## src/rtl/mux2to1_4bit_arbiter_if.sv

```systemverilog
// ============================================================================
// Module      : mux2to1_4bit_arbiter_if
// Description : Request/grant and mux-control bundle between the two
//               requesters and the quad 2-to-1 mux arbiter.
// Revision    : 1.0 - initial release
// ============================================================================
`default_nettype none

interface mux2to1_4bit_arbiter_if;
    logic REQ_A;
    logic REQ_B;
    logic S;
    logic E;
    logic GNT_A;
    logic GNT_B;
    logic BUSY;

    // Requester side: raises requests, observes grants and mux control
    modport master (
        output REQ_A,
        output REQ_B,
        input  S,
        input  E,
        input  GNT_A,
        input  GNT_B,
        input  BUSY
    );

    // Arbiter side
    modport slave (
        input  REQ_A,
        input  REQ_B,
        output S,
        output E,
        output GNT_A,
        output GNT_B,
        output BUSY
    );
endinterface

`default_nettype wire

```

## src/rtl/mux2to1_4bit_arbiter.sv

```systemverilog
// ============================================================================
// Module      : mux2to1_4bit_arbiter
// Description : Round-robin owner arbiter for a quad 2-to-1 mux with a
//               one-cycle turnaround; optional hold limit via the
//               MUX_ARB_TIMEOUT_EN macro.
// Revision    : 1.0 - initial release
// ============================================================================
`default_nettype none

module mux2to1_4bit_arbiter #(
    parameter int MAX_HOLD = 8,
    parameter int CNT_W    = 8
) (
    input  wire logic                   CLK,
    input  wire logic                   RST,
    mux2to1_4bit_arbiter_if.slave       io_bus
);

    localparam logic [1:0] c_IDLE  = 2'd0;
    localparam logic [1:0] c_OWN_A = 2'd1;
    localparam logic [1:0] c_OWN_B = 2'd2;
    localparam logic [1:0] c_GAP   = 2'd3;

    localparam logic c_SIDE_A = 1'b0;
    localparam logic c_SIDE_B = 1'b1;

    if ((MAX_HOLD < 2) || (MAX_HOLD > 255) || ((64'd1 << CNT_W) <= 64'(MAX_HOLD))) begin : g_cfg_check
        $error("mux2to1_4bit_arbiter: illegal MAX_HOLD/CNT_W combination");
    end

    logic [1:0] r_state;
    logic [1:0] w_next;
    logic       r_last;
    logic       r_s;
    logic       w_timeout;
    logic       w_enter_own;

`ifdef MUX_ARB_TIMEOUT_EN
    localparam logic [CNT_W-1:0] c_HOLD_TOP = CNT_W'(MAX_HOLD - 1);

    logic [CNT_W-1:0] r_hold_cnt;

    // Pre-empt only when the other side is actually waiting
    assign w_timeout = io_bus.REQ_A && io_bus.REQ_B && (r_hold_cnt == c_HOLD_TOP);

    always_ff @(posedge CLK) begin
        if (RST) begin
            r_hold_cnt <= '0;
        end else if (w_enter_own) begin
            r_hold_cnt <= '0;
        end else if (((r_state == c_OWN_A) || (r_state == c_OWN_B)) &&
                     (r_hold_cnt != c_HOLD_TOP)) begin
            r_hold_cnt <= r_hold_cnt + 1'b1;
        end
    end
`else
    assign w_timeout = 1'b0;
`endif

    always_comb begin
        w_next = r_state;
        case (r_state)
            c_IDLE: begin
                if (io_bus.REQ_A && io_bus.REQ_B) begin
                    w_next = (r_last == c_SIDE_B) ? c_OWN_A : c_OWN_B;
                end else if (io_bus.REQ_A) begin
                    w_next = c_OWN_A;
                end else if (io_bus.REQ_B) begin
                    w_next = c_OWN_B;
                end
            end
            c_OWN_A: begin
                if (!io_bus.REQ_A || w_timeout) begin
                    w_next = c_GAP;
                end
            end
            c_OWN_B: begin
                if (!io_bus.REQ_B || w_timeout) begin
                    w_next = c_GAP;
                end
            end
            default: begin
                // Turnaround: the side not served last gets first refusal
                if (r_last == c_SIDE_A) begin
                    if (io_bus.REQ_B)      w_next = c_OWN_B;
                    else if (io_bus.REQ_A) w_next = c_OWN_A;
                    else                   w_next = c_IDLE;
                end else begin
                    if (io_bus.REQ_A)      w_next = c_OWN_A;
                    else if (io_bus.REQ_B) w_next = c_OWN_B;
                    else                   w_next = c_IDLE;
                end
            end
        endcase
    end

    assign w_enter_own = ((w_next == c_OWN_A) || (w_next == c_OWN_B)) && (w_next != r_state);

    always_ff @(posedge CLK) begin
        if (RST) begin
            r_state <= c_IDLE;
            r_last  <= c_SIDE_B;
            r_s     <= 1'b0;
        end else begin
            r_state <= w_next;
            if (w_enter_own) begin
                r_last <= (w_next == c_OWN_B);
                r_s    <= (w_next == c_OWN_B);
            end
        end
    end

    assign io_bus.GNT_A = (r_state == c_OWN_A);
    assign io_bus.GNT_B = (r_state == c_OWN_B);
    assign io_bus.BUSY  = io_bus.GNT_A || io_bus.GNT_B;
    assign io_bus.E     = !(io_bus.GNT_A || io_bus.GNT_B);
    assign io_bus.S     = r_s;

endmodule

`default_nettype wire
```

## src/flat_wrapper.sv

```systemverilog
// flat-port wrapper written by rule: the top's interface ports become plain ports
module mux2to1_4bit_arbiter_flat 
#(
    parameter int MAX_HOLD = 8,
    parameter int CNT_W    = 8
)
  (CLK, RST, io_bus_REQ_A, io_bus_REQ_B, io_bus_S, io_bus_E, io_bus_GNT_A, io_bus_GNT_B, io_bus_BUSY);
  mux2to1_4bit_arbiter_if io_bus_i ();
  input  wire logic CLK;
  input  wire logic RST;
  input wire logic [$bits(io_bus_i.REQ_A)-1:0] io_bus_REQ_A;
  input wire logic [$bits(io_bus_i.REQ_B)-1:0] io_bus_REQ_B;
  output wire logic [$bits(io_bus_i.S)-1:0] io_bus_S;
  output wire logic [$bits(io_bus_i.E)-1:0] io_bus_E;
  output wire logic [$bits(io_bus_i.GNT_A)-1:0] io_bus_GNT_A;
  output wire logic [$bits(io_bus_i.GNT_B)-1:0] io_bus_GNT_B;
  output wire logic [$bits(io_bus_i.BUSY)-1:0] io_bus_BUSY;
  assign io_bus_i.REQ_A = io_bus_REQ_A;
  assign io_bus_i.REQ_B = io_bus_REQ_B;
  assign io_bus_S = io_bus_i.S;
  assign io_bus_E = io_bus_i.E;
  assign io_bus_GNT_A = io_bus_i.GNT_A;
  assign io_bus_GNT_B = io_bus_i.GNT_B;
  assign io_bus_BUSY = io_bus_i.BUSY;
  mux2to1_4bit_arbiter #(.MAX_HOLD(MAX_HOLD), .CNT_W(CNT_W)) u_core (.CLK(CLK), .RST(RST), .io_bus(io_bus_i));
endmodule
```

## config.mk

```make
export PLATFORM = sky130hd
export DESIGN_NAME = mux2to1_4bit_arbiter_flat
export DESIGN_NICKNAME = d
export VERILOG_FILES = /design/src/rtl/mux2to1_4bit_arbiter_if.sv /design/src/rtl/mux2to1_4bit_arbiter.sv /design/src/flat_wrapper.sv
export SDC_FILE = /design/constraint.sdc
export NUM_CORES = 1
export LEC_CHECK = 0
export CELL_PAD_IN_SITES_DETAIL_PLACEMENT = 0
export CELL_PAD_IN_SITES_GLOBAL_PLACEMENT = 1
export CORE_AREA = 3 3 40 42
export DETAILED_ROUTE_END_ITERATION = 7
export DIE_AREA = 0 0 43 45
export DONT_BUFFER_PORTS = 1
export PLACE_DENSITY_LB_ADDON = 0.2
export REMOVE_ABC_BUFFERS = 1
export SKIP_LAST_GASP = 1
export SLEW_MARGIN = 20
export SYNTH_ARGS = -nofsm -noshare
export SYNTH_HDL_FRONTEND = slang
export SYNTH_SLANG_ARGS = --single-unit
```

## constraint.sdc

```tcl
create_clock -name CLK -period 4.65 [get_ports CLK]
set_clock_uncertainty 0.05 [all_clocks]
set_input_delay 0.465 -clock CLK [delete_from_list [all_inputs] [get_ports CLK]]
set_output_delay 0.465 -clock CLK [all_outputs]
set_load 0.02 [all_outputs]
```

==> results_tabular.tex, run 1 <==
\begin{tabular}{lr}
\hline
Metric & Value \\
\hline
\multicolumn{2}{l}{\textbf{Run status}} \\
\quad Status & finished, final reports clean \\
\multicolumn{2}{l}{\textbf{CTS}} \\
\quad Insertion delay of the later-clocked pin in the worst-skew pair & 230 ps \\
\quad Post-CTS Repair Setup Buffers & 0 \\
\quad Hold buffers post-CTS & 0 \\
\quad Clock tree from TritonCTS & done \\
\quad Clock H-tree levels & 1 \\
\quad Quantity of gates resized following cts & 0 \\
\quad Clock-pin slew on the worst setup and hold paths & 40 ps \\
\quad Max clock buf depth & 2 \\
\quad TritonCTS buffer count & 3 \\
\quad Cell chosen for the clock root & sky130\_fd\_sc\_hd\_\_clkbuf\_4 \\
\quad TritonCTS sink count & 4 \\
\multicolumn{2}{l}{\textbf{Drt}} \\
\quad Via count normalized by instance count & 5.15 \\
\quad Count of routing violations after the opening detailed-route iteration & 9 \\
\quad Via count of the routed design & 314 \\
\quad DRT Pass-1 Iters & 4 \\
\quad Total wire length & 791 um \\
\quad Number of routed nets with antenna violations & 0 \\
\quad Per-cell routed wire length & 13.0 um \\
\quad DRC & 0 \\
\multicolumn{2}{l}{\textbf{Layout}} \\
\quad Fraction of layout cells with a size suffix above 1 & 15.2\% \\
\quad Flip-flop and latch area & 80.1 um2 \\
\quad Final net count & 58 \\
\quad Multi-input logic area & 262 um2 \\
\quad Final design area excluding fillers & 402 um2 \\
\quad Relative area change from synthesis to final layout & 11.5\% \\
\quad Filler cells & 134 \\
\quad Antenna diodes & 0 \\
\multicolumn{2}{l}{\textbf{Placed design}} \\
\quad Placer congestion estimate & 0.796 \\
\quad Sum of net half-perimeters after detailed placement & 659 um \\
\quad Number of input and output port buffers inserted & 0 \\
\quad Post-detailed-placement cell area & 379 um2 \\
\multicolumn{2}{l}{\textbf{Global route}} \\
\quad Global-route wire length before repair & 1460 um \\
\quad Number of global-route vias before repair & 342 \\
\quad Sum of overflow across all layers after global routing & 0 \\
\quad Largest net degree at the start of global routing & 8 \\
\quad Initial antenna violation count & 0 \\
\quad Tot GR Track Use & 10.4\% \\
\multicolumn{2}{l}{\textbf{Setup path}} \\
\quad Crit-path most repeated cell & sky130\_fd\_sc\_hd\_\_ha\_1 \\
\quad Maximum fanout along the worst path & 7 \\
\quad Ordered cell list for the critical path & inv\_1, ha\_1, a2111oi\_2, o221a\_2, ha\_1, nor2\_1, mux2i\_1, a21bo\_1, a21oi\_2 \\
\quad Origin of the critical flop-to-flop path & u\_core.r\_state[1] \\
\quad Worst setup SP type & flip-flop \\
\quad Worst stage delay on the critical path & 440 ps \\
\quad Worst endpoint data arrival time & 2620 ps \\
\quad Slowest-stage cell, CP & sky130\_fd\_sc\_hd\_\_dfxtp\_1 \\
\quad Worst endpoint required time & 4770 ps \\
\quad Critical path class & flip-flop to flip-flop \\
\quad Worst Setup End Kind & flip-flop \\
\quad CP startpoint & u\_core.r\_state[1] \\
\multicolumn{2}{l}{\textbf{Yosys}} \\
\quad Share of synthesized area occupied by flip-flops and latches & 22.2\% \\
\quad Area fraction of the dominant cell type after synthesis & 22.2\% \\
\quad Synthesized area & 360 um2 \\
\quad Synth top cells by count & sky130\_fd\_sc\_hd\_\_ha\_1, sky130\_fd\_sc\_hd\_\_inv\_1, sky130\_fd\_sc\_hd\_\_nor2\_1 \\
\quad Number of register bits inferred by synthesis & 4 \\
\quad Top cell type by total area after synthesis & sky130\_fd\_sc\_hd\_\_dfxtp\_1 \\
\quad Warnings, synthesis & 0 \\
\quad Post-synthesis area per instance & 8.38 um2 \\
\quad Cell types with the largest area share after synthesis & sky130\_fd\_sc\_hd\_\_dfxtp\_1, sky130\_fd\_sc\_hd\_\_ha\_1, sky130\_fd\_sc\_hd\_\_mux2i\_1, sky130\_fd\_sc\_hd\_\_inv\_1, sky130\_fd\_sc\_hd\_\_nor2\_1 \\
\quad Number of instances in the synthesized netlist & 43 \\
\quad Number of enable flip-flop cells after synthesis & 0 \\
\quad Ys async rst share & 0\% \\
\quad Primary flip-flop cell chosen by synthesis mapping & sky130\_fd\_sc\_hd\_\_dfxtp\_1 \\
\quad Most frequent cell after synthesis & sky130\_fd\_sc\_hd\_\_ha\_1 \\
\quad Number of distinct standard cells referenced by the synthesized netlist & 21 \\
\multicolumn{2}{l}{\textbf{STA}} \\
\quad Number of hold violations in the final report & 0 \\
\quad Achievable frequency & 0.400 GHz \\
\quad Number of slew-limit violations in the final report & 0 \\
\quad Setup violation total in the final timing report & 0 \\
\quad Actual transition at the worst max-transition pin & 373 ps \\
\quad Slew margin rel. & 75.1\% \\
\quad Crit share post-route & 53.7\% \\
\quad Unrepaired setup endpoints after global routing & no \\
\quad Post-layout min period & 2500 ps \\
\quad Post-Route Setup TNS & 0 ps \\
\multicolumn{2}{l}{\textbf{Die}} \\
\quad Vert. Die Dim & 45 um \\
\quad Area of the core region & 1280 um2 \\
\quad Overall die area & 1940 um2 \\
\quad Io pins & 9 \\
\quad Effective utilization at floorplan & 28.0\% \\
\quad Floorplan die width & 43 um \\
\quad Row cnt & 13 \\
\multicolumn{2}{l}{\textbf{Min path}} \\
\quad Source of the worst hold timing path & RST \\
\quad Hold WC Path Type & primary input to flip-flop \\
\multicolumn{2}{l}{\textbf{Run}} \\
\quad Number of maximum-capacitance violations & 0 \\
\hline
\end{tabular}
==> worst max-delay path: cells and delay by family, from the launching register on <==
family,cells,cell delay (ps)
fa+ha+maj,2,590
buf+inv,1,110
mux,1,120
simple gates,1,100
flops,1,440
compound gates,4,1010
==> state kept, by name (all words and copies together), names as in the netlist <==
register and count:
u_core.r_last 1, u_core.r_state 2, u_core.io_bus.S 1
==> cell type report <==
class	count	area share, %
clock buffers	3	5.61
flip-flops and latches	4	19.9
well taps	15	4.67
inverters	5	4.67
multi-input cells	34	65.1
==> final timing paths <==
| check | endpoint | slack [ps] | cells past startpoint |
|---|---|---|---|
| hold reg to reg | u_core.r_last | 470 | 2 |
| setup / recovery | u_core.io_bus.S | 2150 | 9 |
| setup reg to reg | u_core.io_bus.S | 2150 | 9 |
| hold / removal | u_core.io_bus.S | 240 | 1 |
==> cell families after synthesis <==
family	share of synthesized area, %
AND/OR/NAND/NOR	21.2
AO/OA/AOI/OAI	25.0
adder cells (fa/ha/maj)	20.8
buffers and inverters	5.21
flip-flops	22.2
multiplexers	5.56
==> per-layer routing <==
| layer | vias up | wire, um | GRT usage (%) |
|---|---|---|---|
| met4 | 0 | 8 | 10.8 |
| met2 | 13 | 403 | 17.7 |
| met3 | 2 | 83 | 3.59 |
| li1 | 158 | - | - |
| met5 | - | 0 | 0 |
| met1 | 141 | 295 | 9.40 |
==> per-stage QoR <==
step | hold slack, ps | utilization, % | std cells | worst slack (ps)
floorplan | 420 | - | 43 | 2400
global placement | 465 | 29.5 | 58 | 2180
detailed placement | 462 | 29.5 | 58 | 2150
CTS | 227 | 31.3 | 61 | 2130
global route | 224 | 31.3 | 61 | 1910
finish | 239 | 31.3 | 61 | 2150
==> cell usage in the layout, fill, tap and decap left out, types with 2 or more instances in the layout <==
cell	count
sky130_fd_sc_hd__ha_1	6
sky130_fd_sc_hd__inv_1	5
sky130_fd_sc_hd__nor2_1	5
sky130_fd_sc_hd__dfxtp_1	4
sky130_fd_sc_hd__nand2_1	3
sky130_fd_sc_hd__clkbuf_4	3
sky130_fd_sc_hd__nand2b_1	2
sky130_fd_sc_hd__o21ai_0	2
sky130_fd_sc_hd__nor2b_1	2
sky130_fd_sc_hd__mux2i_1	2
Power of run 1 is not shown: default switching activity piles up to over one toggle a cycle in this logic, so the estimate is an artifact.
==> run 2: changes to the inputs <==
==> constraint.sdc (replaced) <==
create_clock -name CLK -period 2.38 [get_ports CLK]
set_clock_uncertainty 0.05 [all_clocks]
set_input_delay 0.238 -clock CLK [delete_from_list [all_inputs] [get_ports CLK]]
set_output_delay 0.238 -clock CLK [all_outputs]
set_load 0.02 [all_outputs]
==> run 2 against run 1 <==
  * Core utilization grew 4.8 points
  * Global-route usage shrank 1.1 points
  * Die area is the same
  * Flip-flop and latch count is the same
  * Worst hold slack lost 220 ps
  * Cell count grew 6.6%
  * Non-clock buffer count grew 4
  * Critical path depth is the same
  * Worst setup slack lost 2100 ps
  * Wire length grew 8.2%
  * Clock-buffer cell count is the same
==> results_tabular.tex, run 2 (synthesis results as in run 1) <==
\begin{tabular}{lr}
\hline
Metric & Value \\
\hline
\multicolumn{2}{l}{\textbf{CTS}} \\
\quad Clock-pin slew on the worst setup and hold paths & 40 ps \\
\quad Quantity of gates resized following cts & 0 \\
\quad TritonCTS sink count & 4 \\
\quad TritonCTS buffer count & 3 \\
\quad Clock H-tree levels & 1 \\
\quad Max clock buf depth & 2 \\
\quad Cell chosen for the clock root & sky130\_fd\_sc\_hd\_\_clkbuf\_4 \\
\quad Insertion delay of the later-clocked pin in the worst-skew pair & 230 ps \\
\quad Hold buffers post-CTS & 0 \\
\quad Clock tree from TritonCTS & done \\
\quad Post-CTS Repair Setup Buffers & 0 \\
\multicolumn{2}{l}{\textbf{Drt}} \\
\quad Total wire length & 856 um \\
\quad Via count normalized by instance count & 5.17 \\
\quad Via count of the routed design & 336 \\
\quad DRT Pass-1 Iters & 1 \\
\quad Per-cell routed wire length & 13.2 um \\
\quad Count of routing violations after the opening detailed-route iteration & 0 \\
\quad DRC & 0 \\
\quad Number of routed nets with antenna violations & 0 \\
\multicolumn{2}{l}{\textbf{Global route}} \\
\quad Tot GR Track Use & 9.31\% \\
\quad Sum of overflow across all layers after global routing & 0 \\
\quad Global-route wire length before repair & 1360 um \\
\quad Initial antenna violation count & 0 \\
\quad Number of global-route vias before repair & 342 \\
\quad Largest net degree at the start of global routing & 7 \\
\multicolumn{2}{l}{\textbf{Placed design}} \\
\quad Number of input and output port buffers inserted & 0 \\
\quad Sum of net half-perimeters after detailed placement & 662 um \\
\quad Placer congestion estimate & 0.821 \\
\quad Place WS & 30.0 ps \\
\multicolumn{2}{l}{\textbf{Setup path}} \\
\quad Destination of the critical timing path & u\_core.io\_bus.S \\
\quad Origin of the critical flop-to-flop path & u\_core.r\_state[1] \\
\quad Worst endpoint data arrival time & 2400 ps \\
\quad Worst Setup End Kind & flip-flop \\
\quad Worst endpoint required time & 2490 ps \\
\quad Critical path class & flip-flop to flip-flop \\
\quad Number of cell instances on the worst register-to-register path & 9 \\
\quad CP startpoint & u\_core.r\_state[1] \\
\quad Worst setup SP type & flip-flop \\
\quad Worst reg2reg setup slack & 90 ps \\
\quad Maximum fanout along the worst path & 6 \\
\quad Reg-to-reg endpoint & u\_core.io\_bus.S \\
\multicolumn{2}{l}{\textbf{STA}} \\
\quad Number of hold violations in the final report & 0 \\
\quad Setup violation total in the final timing report & 0 \\
\quad Crit share post-route & 96.0\% \\
\quad Slew margin rel. & 80.7\% \\
\quad Smallest setup slack after layout & 94.7 ps \\
\quad Number of slew-limit violations in the final report & 0 \\
\quad Actual transition at the worst max-transition pin & 290 ps \\
\quad Post-layout min period & 2290 ps \\
\quad Achievable frequency & 0.438 GHz \\
\multicolumn{2}{l}{\textbf{Die}} \\
\quad Area of the core region & 1280 um2 \\
\quad Overall die area & 1940 um2 \\
\quad Io pins & 9 \\
\quad Effective utilization at floorplan & 28.0\% \\
\quad Floorplan die width & 43 um \\
\quad Vert. Die Dim & 45 um \\
\quad Row cnt & 13 \\
\multicolumn{2}{l}{\textbf{Run}} \\
\quad Number of maximum-capacitance violations & 0 \\
\multicolumn{2}{l}{\textbf{Min path}} \\
\quad Hold WC Path Type & primary input to flip-flop \\
\quad Worst hold stages & 1 \\
\multicolumn{2}{l}{\textbf{Run status}} \\
\quad Status & finished, final reports clean \\
\multicolumn{2}{l}{\textbf{Layout}} \\
\quad Most used cells in the layout excluding fill and tap cells & sky130\_fd\_sc\_hd\_\_inv\_1, sky130\_fd\_sc\_hd\_\_nor2\_1, sky130\_fd\_sc\_hd\_\_ha\_1, sky130\_fd\_sc\_hd\_\_buf\_4 \\
\quad Fraction of layout cells with a size suffix above 1 & 32.0\% \\
\quad Number of flip-flops under the largest register name & 2 \\
\quad Register with the most flip-flops & u\_core.r\_state \\
\quad Final net count & 62 \\
\quad Relative area change from synthesis to final layout & 28.5\% \\
\quad Antenna diodes & 0 \\
\quad Filler cells & 139 \\
\hline
\end{tabular}
-- run 2: worst min-delay path by stage --
stage                     start           endpoint  slack, ps
after CTS                   RST    u_core.io_bus.S          9
after global routing        RST    u_core.io_bus.S          7
final                       RST  u_core.r_state[0]         20
after global placement      RST    u_core.io_bus.S        250
after detailed placement    RST    u_core.io_bus.S        260
after floorplan             RST    u_core.io_bus.S        250
-- run 2: metal layers --
metal | vias up | part of all wire [%] | global-route usage (%)
li1 | 169 | - | -
met5 | - | 0 | 0
met1 | 152 | 35 | 9.59
met3 | 4 | 9.0 | 3.59
met2 | 11 | 53 | 14.7
met4 | 0 | 3.3 | 8.43
-- run 2: critical path, stage by stage, from the launching register on --
cell	delay, ps
sky130_fd_sc_hd__dfxtp_1	300
sky130_fd_sc_hd__buf_4	150
sky130_fd_sc_hd__ha_1	280
sky130_fd_sc_hd__a211oi_2	290
sky130_fd_sc_hd__a32oi_2	190
sky130_fd_sc_hd__ha_1	360
sky130_fd_sc_hd__nor2_1	130
sky130_fd_sc_hd__mux2i_1	110
sky130_fd_sc_hd__a21bo_1	240
sky130_fd_sc_hd__a21oi_2	120
-- run 2: cell type report --
class                   instances  area (um2)  share of cell area, %
well taps                      15        18.8                   4.05
inverters                       5        18.8                   4.05
repair buffers                  4        30.0                   6.49
clock buffers                   3        22.5                   4.86
flip-flops and latches          4        81.3                   17.6
multi-input cells              34         292                   63.0
-- run 2: stage by stage --
step	hold WS (ps)	util [%]	area (um2)	TNS, ps	cells
detailed placement	255	31.8	409	0	62
finish	15.4	36.0	463	0	65
floorplan	250	-	360	0	43
CTS	9.17	33.6	432	0	65
global placement	252	31.8	409	0	62
global route	6.84	36.0	463	-104	65
Power of run 2 is left out for the same reason.
==> run 3: changes to the inputs <==
--- a/config.mk
+++ b/config.mk
@@ -7,9 +7,9 @@
 export LEC_CHECK = 0
 export CELL_PAD_IN_SITES_DETAIL_PLACEMENT = 0
 export CELL_PAD_IN_SITES_GLOBAL_PLACEMENT = 1
-export CORE_AREA = 3 3 40 42
+export CORE_AREA = 2 2 39 41
 export DETAILED_ROUTE_END_ITERATION = 7
-export DIE_AREA = 0 0 43 45
+export DIE_AREA = 0 0 41 43
 export DONT_BUFFER_PORTS = 1
 export PLACE_DENSITY_LB_ADDON = 0.2
 export REMOVE_ABC_BUFFERS = 1
==> run 3 against run 2 <==
  * Die area shrank 8.9%
  * Via count is the same
  * Clock-buffer cell count is the same
  * Fmax grew 3.6%
  * Sequential share of layout area shrank 0.51 points
  * Worst setup slack gained 79 ps
  * Design area grew 4.6%
  * Core utilization shrank 1.0 points
  * Critical path depth is the same
  * First-iteration DRC count grew 1
  * Register-to-register slack gained 80 ps
  * Flip-flop and latch count is the same
==> results_tabular.tex, run 3 (synthesis results as in run 1) <==
\begin{tabular}{lr}
\hline
Metric & Value \\
\hline
\multicolumn{2}{l}{\textbf{Die}} \\
\quad Io pins & 9 \\
\quad Effective utilization at floorplan & 26.0\% \\
\quad Vert. Die Dim & 43 um \\
\quad Area of the core region & 1380 um2 \\
\quad Row cnt & 14 \\
\quad Overall die area & 1760 um2 \\
\quad Floorplan die width & 41 um \\
\multicolumn{2}{l}{\textbf{CTS}} \\
\quad Clock tree from TritonCTS & done \\
\quad TritonCTS buffer count & 3 \\
\quad Clock-pin slew on the worst setup and hold paths & 40 ps \\
\quad TritonCTS sink count & 4 \\
\quad Clock H-tree levels & 1 \\
\quad Max clock buf depth & 2 \\
\quad Insertion delay of the later-clocked pin in the worst-skew pair & 230 ps \\
\quad Cell chosen for the clock root & sky130\_fd\_sc\_hd\_\_clkbuf\_4 \\
\multicolumn{2}{l}{\textbf{Setup path}} \\
\quad Worst stage delay on the critical path & 360 ps \\
\quad Worst Setup End Kind & flip-flop \\
\quad Worst setup SP type & flip-flop \\
\quad Worst endpoint data arrival time & 2330 ps \\
\quad Maximum fanout along the worst path & 6 \\
\quad Ordered cell list for the critical path & inv\_1, ha\_2, a2111oi\_4, o221a\_2, ha\_1, nor2\_1, mux2i\_1, a21bo\_1, a21oi\_2 \\
\quad Slowest-stage cell, CP & sky130\_fd\_sc\_hd\_\_dfxtp\_2 \\
\quad Total buffers and inverters traversed by the critical path & 1 \\
\quad Worst endpoint required time & 2500 ps \\
\quad Cell family contributing the most delay on the critical path & compound AO/OA/AOI/OAI gates \\
\quad Critical path class & flip-flop to flip-flop \\
\multicolumn{2}{l}{\textbf{Run}} \\
\quad Number of maximum-capacitance violations & 0 \\
\multicolumn{2}{l}{\textbf{Layout}} \\
\quad Cell Count, Final, Fillers Out & 68 \\
\quad Antenna diodes & 0 \\
\quad Most used cells in the layout excluding fill and tap cells & sky130\_fd\_sc\_hd\_\_inv\_1, sky130\_fd\_sc\_hd\_\_nor2\_1, sky130\_fd\_sc\_hd\_\_buf\_4 \\
\quad Register with the most flip-flops & u\_core.r\_state \\
\quad Number of flip-flops under the largest register name & 2 \\
\quad Final net count & 64 \\
\quad Relative area change from synthesis to final layout & 34.4\% \\
\quad Filler cells & 151 \\
\quad Fraction of layout cells with a size suffix above 1 & 36.5\% \\
\multicolumn{2}{l}{\textbf{Global route}} \\
\quad Sum of overflow across all layers after global routing & 0 \\
\quad Number of global-route vias before repair & 325 \\
\quad Tot GR Track Use & 10.5\% \\
\quad Global-route wire length before repair & 1230 um \\
\quad Largest net degree at the start of global routing & 7 \\
\quad Initial antenna violation count & 0 \\
\multicolumn{2}{l}{\textbf{STA}} \\
\quad Number of hold violations in the final report & 0 \\
\quad Setup violation total in the final timing report & 0 \\
\quad Slew margin rel. & 83.5\% \\
\quad Achievable frequency & 0.453 GHz \\
\quad Actual transition at the worst max-transition pin & 241 ps \\
\quad Number of slew-limit violations in the final report & 0 \\
\quad Post-layout min period & 2210 ps \\
\quad Crit share post-route & 92.7\% \\
\multicolumn{2}{l}{\textbf{Placed design}} \\
\quad Dpl cells & 62 \\
\quad Number of input and output port buffers inserted & 0 \\
\quad Placer congestion estimate & 0.657 \\
\quad Sum of net half-perimeters after detailed placement & 604 um \\
\multicolumn{2}{l}{\textbf{Drt}} \\
\quad Per-cell routed wire length & 11.6 um \\
\quad Total wire length & 789 um \\
\quad DRT Pass-1 Iters & 2 \\
\quad Count of routing violations after the opening detailed-route iteration & 1 \\
\quad Number of routed nets with antenna violations & 0 \\
\quad Via count normalized by instance count & 4.94 \\
\quad Via count of the routed design & 336 \\
\quad DRC & 0 \\
\multicolumn{2}{l}{\textbf{Run status}} \\
\quad Status & finished, final reports clean \\
\multicolumn{2}{l}{\textbf{Min path}} \\
\quad Hold WC Path Type & primary input to flip-flop \\
\hline
\end{tabular}
[run 3: area by class of cell]
type | count | area, um2 | area share (%)
clock buffer | 3 | 22.5 | 4.65
inverter | 5 | 18.8 | 3.88
multi-input combinational | 34 | 293 | 60.5
sequential | 4 | 82.6 | 17.1
tap | 16 | 20.0 | 4.13
timing repair buffer | 6 | 47.5 | 9.82
[run 3: repair_timing]
| item | CTS | global route |
|---|---|---|
| hold buffers | 0 | 1 |
| hold endpoints to repair | 0 | 2 |
| buffers inserted | 1 | 1 |
| pin swaps | 1 | 1 |
| gates resized for setup | 0 | 8 |
| setup endpoints to repair | 1 | 2 |
[run 3: metrics by stage]
stage	util (%)	setup TNS [ps]	setup WS, ps	hold WS, ps	area, um2
2_1_floorplan	-	0	127	250	360
3_3_place_gp	29.1	0	64.8	252	403
3_5_place_dp	29.1	0	1.57	253	403
4_1_cts	31.3	0	18.2	9.63	433
5_1_grt	35.0	-1.83	-1.83	4.05	484
6_report	35.0	0	173	14.1	484
[run 3: worst paths after layout]
kind                           from              end  slack [ps]  cells past startpoint
setup / recovery  u_core.r_state[0]  u_core.io_bus.S         170                      9
hold / removal                  RST  u_core.io_bus.S          10                      1
hold reg to reg       u_core.r_last    u_core.r_last         500                      2
setup reg to reg  u_core.r_state[0]  u_core.io_bus.S         170                      9
[run 3: routing by layer]
layer | GRT usage (%) | routed length [um] | vias up
met5 | 0 | 0 | -
met4 | 10.0 | 34 | 0
met3 | 2.09 | 44 | 4
met2 | 14.7 | 397 | 9
met1 | 12.5 | 313 | 154
li1 | - | - | 169
Power of run 3 is left out for the same reason.
